## src/rtl/clock_time_counter.sv

```systemverilog
// clock_time_counter
//   Timekeeping core: divides clk down to a 1 Hz tick and keeps
//   hours/minutes/seconds as binary counters. Every output is registered.
//   Set pulses adjust minutes and hours.
//
// Ports:
//   clk       system clock, rising edge
//   rst_n     asynchronous active-low reset
//   run       1 = prescaler advances, 0 = time frozen
//   clr       synchronous clear of time and prescaler
//   inc_min   minute +1 per high cycle (no carry into hour)
//   inc_hour  hour +1 per high cycle
//   sec       seconds 0..59 (binary)
//   min       minutes 0..59 (binary)
//   hour      hours 0..23 (binary)
//   tick_1hz  one-cycle pulse, high when the new sec value is visible
//   day_wrap  one-cycle pulse, high when 23:59:59 rolls to 00:00:00
module clock_time_counter #(
  parameter int unsigned CLK_DIV = 100000000
) (
  input  logic       clk,
  input  logic       rst_n,
  input  logic       run,
  input  logic       clr,
  input  logic       inc_min,
  input  logic       inc_hour,
  output logic [7:0] sec,
  output logic [7:0] min,
  output logic [7:0] hour,
  output logic       tick_1hz,
  output logic       day_wrap
);

  localparam int unsigned DIV_W = $clog2(CLK_DIV);
  localparam logic [DIV_W-1:0] DIV_LAST = DIV_W'(CLK_DIV - 1);

  logic [DIV_W-1:0] div_q, div_d;
  logic [7:0]       sec_q, sec_d;
  logic [7:0]       min_q, min_d;
  logic [7:0]       hour_q, hour_d;
  logic             tick_q, tick_d;
  logic             wrap_q, wrap_d;

  logic tick;
  logic sec_carry;
  logic min_carry;

  always_comb begin
    tick      = run && (div_q == DIV_LAST);
    sec_carry = tick && (sec_q == 8'd59);
    // Only the tick-driven cascade carries into hour; inc_min never does.
    min_carry = sec_carry && (min_q == 8'd59);

    div_d  = div_q;
    sec_d  = sec_q;
    min_d  = min_q;
    hour_d = hour_q;
    tick_d = 1'b0;
    wrap_d = 1'b0;

    if (clr) begin
      div_d  = '0;
      sec_d  = '0;
      min_d  = '0;
      hour_d = '0;
    end else begin
      if (run) begin
        div_d = tick ? '0 : div_q + 1'b1;
      end

      if (tick) begin
        sec_d  = sec_carry ? 8'd0 : sec_q + 8'd1;
        tick_d = 1'b1;
      end

      // A carry and a set pulse in the same cycle still advance by one.
      if (sec_carry || inc_min) begin
        min_d = (min_q == 8'd59) ? 8'd0 : min_q + 8'd1;
      end

      if (min_carry || inc_hour) begin
        hour_d = (hour_q == 8'd23) ? 8'd0 : hour_q + 8'd1;
      end

      wrap_d = min_carry && (hour_q == 8'd23);
    end
  end

  always_ff @(posedge clk or negedge rst_n) begin
    if (!rst_n) begin
      div_q  <= '0;
      sec_q  <= '0;
      min_q  <= '0;
      hour_q <= '0;
      tick_q <= 1'b0;
      wrap_q <= 1'b0;
    end else begin
      div_q  <= div_d;
      sec_q  <= sec_d;
      min_q  <= min_d;
      hour_q <= hour_d;
      tick_q <= tick_d;
      wrap_q <= wrap_d;
    end
  end

  assign sec      = sec_q;
  assign min      = min_q;
  assign hour     = hour_q;
  assign tick_1hz = tick_q;
  assign day_wrap = wrap_q;

endmodule

```

## config.mk

```make
export PLATFORM = sky130hd
export DESIGN_NAME = clock_time_counter
export DESIGN_NICKNAME = d
export VERILOG_FILES = /design/src/rtl/clock_time_counter.sv
export SDC_FILE = /design/constraint.sdc
export NUM_CORES = 1
export LEC_CHECK = 0
export CORE_ASPECT_RATIO = 1.4
export CORE_MARGIN = 2
export CORE_UTILIZATION = 45
export CTS_CLUSTER_SIZE = 40
export DETAILED_ROUTE_END_ITERATION = 10
export GPL_TIMING_DRIVEN = 1
export MAX_ROUTING_LAYER = met4
export PLACE_DENSITY = 0.66
export SLEW_MARGIN = 0
export SYNTH_ARGS = -nofsm -noshare
export SYNTH_HDL_FRONTEND = slang
export SYNTH_SLANG_ARGS = --single-unit
```

## constraint.sdc

```tcl
create_clock -name clk -period 2.33 [get_ports clk]
set_input_delay 0.699 -clock clk [delete_from_list [all_inputs] [get_ports clk]]
set_output_delay 0.699 -clock clk [all_outputs]
set_load 0.03 [all_outputs]
```

=== Word-level counts from Yosys, hierarchy flattened ===
Index checks and enable logic that the tools add are counted.

* Bitwise logic cells: 0
* Shift operators: 0
* Reduce and logical (&&, ||, !) cells: 10
* Multiply operators: 0
* Mux-type cells: 15
* Equal/unequal tests: 4
* $add $sub $neg: 4
* Order comparisons: 0
* Divide/modulo/power cells: 0

{| class="wikitable"
|+ Operators by type and width
! operator !! number
|-
| 27-bit 2-to-1 mux || 3
|-
| 8-bit 2-to-1 mux || 9
|-
| 27-bit by 1-bit adder with 27-bit output, second input constant || 1
|-
| 27-bit == test, second input constant || 1
|-
| 8-bit by 1-bit adder with 8-bit output, second input constant || 3
|-
| 8-bit by 6-bit == test with 1-bit output, second input constant || 2
|-
| 8-bit by 5-bit == test with 1-bit output, second input constant || 1
|-
| 2-bit nonzero test || 4
|-
| 1-bit logical AND || 4
|-
| 1-bit 2-to-1 mux || 3
|-
| 1-bit logical OR || 2
|}

* Bits in writable memories: 0
* Bits in latches: 0
* Bits of input ports: 6
* ROM bits: 0
* Memories kept: 0
* Bits in registers: 53
* Word-level logic and storage cells: 39

=== Logic depth before layout (Yosys ltp) ===
* Word-level depth: 7
* Gate-level depth with buffers: 7
* Mapped depth without buffers: 6

=== Least setup slack after synthesis ===
OpenSTA, ideal clock, no wires.

* Path kind: register -> register
* Start: reg min_q[0], in the netlist min[0]
* End: reg hour_q[2], in the netlist hour[2]
* Library setup time: 0.128 ns
* Period minus slack after synthesis: 2.128 ns
* Stages on the path, launching flop included: 7
* Setup slack: 0.202 ns
* Data arrival time: 2.000 ns
* Path through: dfrtp_1 > ha_1 > nor4bb_1 > nand4_1 > nor4_4 > o21ai_1 > mux2_1

* Cells in the longest elaborated chain, start to end: 4

{| class="wikitable"
|+ Ends and longest elaborated chain
! element !! RTL line !! source
|-
| start: declaration || 39 || <nowiki>logic [7:0] min_q, min_d;</nowiki>
|-
| start signal: assignment || 100 || <nowiki>min_q <= min_d;</nowiki>
|-
| 8-bit by 6-bit == test with 1-bit output || 52 || <nowiki>min_carry = sec_carry && (min_q == 8'd59);</nowiki>
|-
| 1-bit logical AND || 52 ||
|-
| 1-bit logical OR || 81 || <nowiki>if (min_carry || inc_hour) begin</nowiki>
|-
| 2-bit nonzero test (no source line) || n/a ||
|-
| end signal: assignment || 101 || <nowiki>hour_q <= hour_d;</nowiki>
|-
| end: declaration || 40 || <nowiki>logic [7:0] hour_q, hour_d;</nowiki>
|}

No other way between the ends.
A chain may end at the register's enable or synchronous reset.

=== Final worst setup path ===
* Start: in run
* End: reg min_q[6], in the netlist min[6]

* Cells in the longest elaborated chain, start to end: 4

{| class="wikitable"
|+ Ends and longest elaborated chain
! element !! RTL line !! source
|-
| start: declaration || 23 || <nowiki>input logic run,</nowiki>
|-
| 1-bit logical AND || 49 || <nowiki>tick = run && (div_q == DIV_LAST);</nowiki>
|-
| 1-bit logical AND || 50 || <nowiki>sec_carry = tick && (sec_q == 8'd59);</nowiki>
|-
| 1-bit logical OR || 77 || <nowiki>if (sec_carry || inc_min) begin</nowiki>
|-
| 2-bit nonzero test (no source line) || n/a ||
|}

No other way between the ends.

==> out/qor.csv <==
metric,value,unit
status,"finished, final reports clean",
Setup crit start kind,primary input,
# placed instances,435,
Initial Utilization,46.82,%
CTS Root Cell,clkbuf_8,
global-route track usage on met1,24.24,%
Die W,72.41,µm
clock power share,35.5,%
unrepaired setup endpoints after global routing,false,
GR Overflow Total,0,
Slew @ Worst Pin,0.5975,ns
HP Class,in -> async,
synthesized area,0.002948,mm²
NetSw,408.4,µW
clock sinks,53,
Gate Count Post-Synth,310,
Final period util,94.99,%
clk_lat worst skew,0.31,ns
Mapped Nets,320,
final wirelength,6621,µm
# port buffers,31,
Setup Viol. Count Final,0,
Avg WL per Cell,14.95,µm
routability cong.,0.8794,
met2 Usage GRT,35.07,%
synthesis-to-finish area growth,24.62,%
core footprint,0.006296,mm²
crit path kind,in -> reg,
Final Skew,0.01250,ns
Power Density,468.5,mW/mm²
Switching Share,23.73,%
post-synthesis area per instance,9.509,µm²
Post-synth EDFFs,0,
fillcell total,609,
Total Die Area,0.007223,mm²
Cell variety after synth,51,
synth warn,0,
via count,2502,
Fmax achieved,451.8,MHz
Post-Layout Cell Count,443,
drt first pass iters,4,
vias in the first global route,2504,
Final Hold Vio Count,0,
Tmin final,2.213,ns
# rows,34,
Leakage Power,0.001564,µW
Crit Path Max Fanout,7,
first-pass GRT wire length,11610,µm
logic gate share of total power,9.6,%
worst-case clock buffer depth,2,
post-DP HPWL,4973,µm
max_slew headroom,59.62,%
Power Total,1721,µW
internal power,1312,µW
Reg power frac,54.9,%
largest net degree at the start of global routing,37,
clock buffer count from CTS,5,
initial antenna violation count,0,
WHS,0.3023,ns
post-DR vias/cell,5.648,
Worst-path clk slew,0.10,ns
CP arrival,2.45,ns
register area share after synthesis,44.99,%
H-tree Lvls,2,
die height,99.77,µm
async set or reset register ratio after synthesis,100.0,%
maxcap violations,0,
share of cells above drive strength 1,15.09,%
number of synthesized register bits,53,
Final ANT Viol Nets,0,
met3 Use GR,2.432,%
Residual DRC,0,
TritonCTS clock tree,yes,
Final Slew Violations,0,
Max IR drop VDD,0.3079,mV
Most used DFF post-synth,dfrtp_1,
# diodes,0,
Total Nets Final,381,
DR iter-0 viols,81,
GRT Resource Usage Total,20.70,%
crit end category,flip-flop,
number of I/O pins,32,
most used routing layer,met2,
R2R cell count,5,
# hold bufs at CTS,0,
worst path required time,2.57,ns
## synthesized netlist by cell type, types with 2 or more instances
library cell  instances  area (µm²)
xor2_1               10       87.58
nor4b_1               3       26.28
clkbuf_1              2       7.510
and3b_1               2       17.52
o22ai_1               6       37.54
a21o_1                6       45.04
nor3b_2               3       37.54
a31oi_1               4       25.02
nor3_1                7       35.03
a21oi_1              10       50.05
buf_2                 2       10.01
o221ai_1              3       26.28
nand2_1              21       78.83
and4_1                4       35.03
and3_1               11       68.82
nand4_1              11       68.82
xnor2_1              12       105.1
or4_1                 2       15.01
nand4_2               3       37.54
o21ai_1               6       30.03
nand3_1              14       70.07
ha_1                  4       50.05
dfrtp_1              53        1326
o2bb2ai_1             6       52.55
and2_1                4       25.02
mux2i_1               2       20.02
inv_1                15       56.30
o21ai_0              13       65.06
nor4_1                4       25.02
or2_2                 2       12.51
nor2_1               34       127.6
nand2b_1              5       31.28
nor4bb_1              2       20.02
o31ai_1               3       22.52
or3_1                 5       31.28
## timing repair
item	in CTS	in global routing
setup endpoints to repair	0	11
gates resized for setup	0	5
setup buffers	0	1
## path summary, 6_finish.rpt
kind | slack, ns | startpoint | endpoint
worst min register to register | 0.52 | sec[7] | sec[7]
max in group asynchronous | 1.49 | rst_n | div_q[23]
min in group clk | 0.52 | sec[7] | sec[7]
worst min-delay path | 0.30 | rst_n | min[2]
worst max register to register | 0.23 | sec[4] | hour[2]
worst max-delay path | 0.12 | run | min[6]
## per-layer routing
layer  up-vias  share of wire, %
met5         -                 0
met4         0               2.7
met3        14               2.2
met2        35                51
met1      1203                44
li1       1250                 -
## cells by family after synthesis
logic type      after synthesis  synth area share [%]
compound gates               60                 13.07
xor+xnor                     22                 6.536
fa+ha+maj                     4                 1.698
buf+inv                      21                 2.886
flops                        53                 44.99
mux                           4                 1.443
simple gates                146                 29.37
## power by group through the flow
| stage | clock network, µW | logic (µW) | registers (µW) |
|---|---|---|---|
| final | 612 | 165 | 945 |
| after global routing | 660 | 184 | 947 |
| after CTS | 626 | 161 | 945 |
| after detailed placement | 0 | 161 | 964 |
| after global placement | 0 | 160 | 963 |
| after floorplan | 0 | 54.8 | 980 |
## sequential cells by signal, summed over array words and instances, names as in the netlist
register	count
min	8
tick_1hz	1
hour	8
day_wrap	1
div_q	27
sec	8
## per-stage QoR
step	area (µm²)	utilization, %	setup slack (ns)	setup TNS, ns
6_report	3674	58.35	0.1168	0
5_1_grt	3674	58.35	0.01184	0
4_1_cts	3641	57.83	0.03887	0
3_5_place_dp	3537	56.18	-0.2827	-8.266
3_3_place_gp	3537	56.18	-0.2686	-7.240
2_1_floorplan	2948	-	0.2021	0
## layout make-up
class | count | area (µm²) | area share (%)
Clock buffer | 5 | 68.82 | 1.873
Clock inverter | 2 | 35.03 | 0.9537
Inverter | 15 | 56.30 | 1.533
Multi-Input combinational cell | 236 | 1562 | 42.51
Sequential cell | 53 | 1326 | 36.10
Tap cell | 72 | 90.09 | 2.452
Timing Repair Buffer | 60 | 535.5 | 14.58
## cell usage in the layout (no fill, tap or decap), types with 4 or more instances in the layout
master	count
buf_4	28
nor4_1	4
nand2_1	21
xnor2_1	12
inv_1	15
nand2b_1	5
xor2_1	10
and2_1	4
nor3_1	7
ha_1	4
a31oi_1	4
o21ai_0	13
dfrtp_1	53
clkdlybuf4s50_1	30
a21oi_1	10
nand3_1	14
or3_1	4
a21o_1	6
o22ai_1	6
nand4_1	11
o21ai_1	5
and3_1	11
nor2_1	34
and4_1	4
clkbuf_8	5
o2bb2ai_1	6
## worst max-delay path, cell delays in order
cell and delay (ns):
clkdlybuf4s50_1 0.49, and4b_2 0.27, and4_1 0.26, nand3_1 0.21, a21o_1 0.34, o22ai_1 0.18
Power figures use the tool's default switching activity.
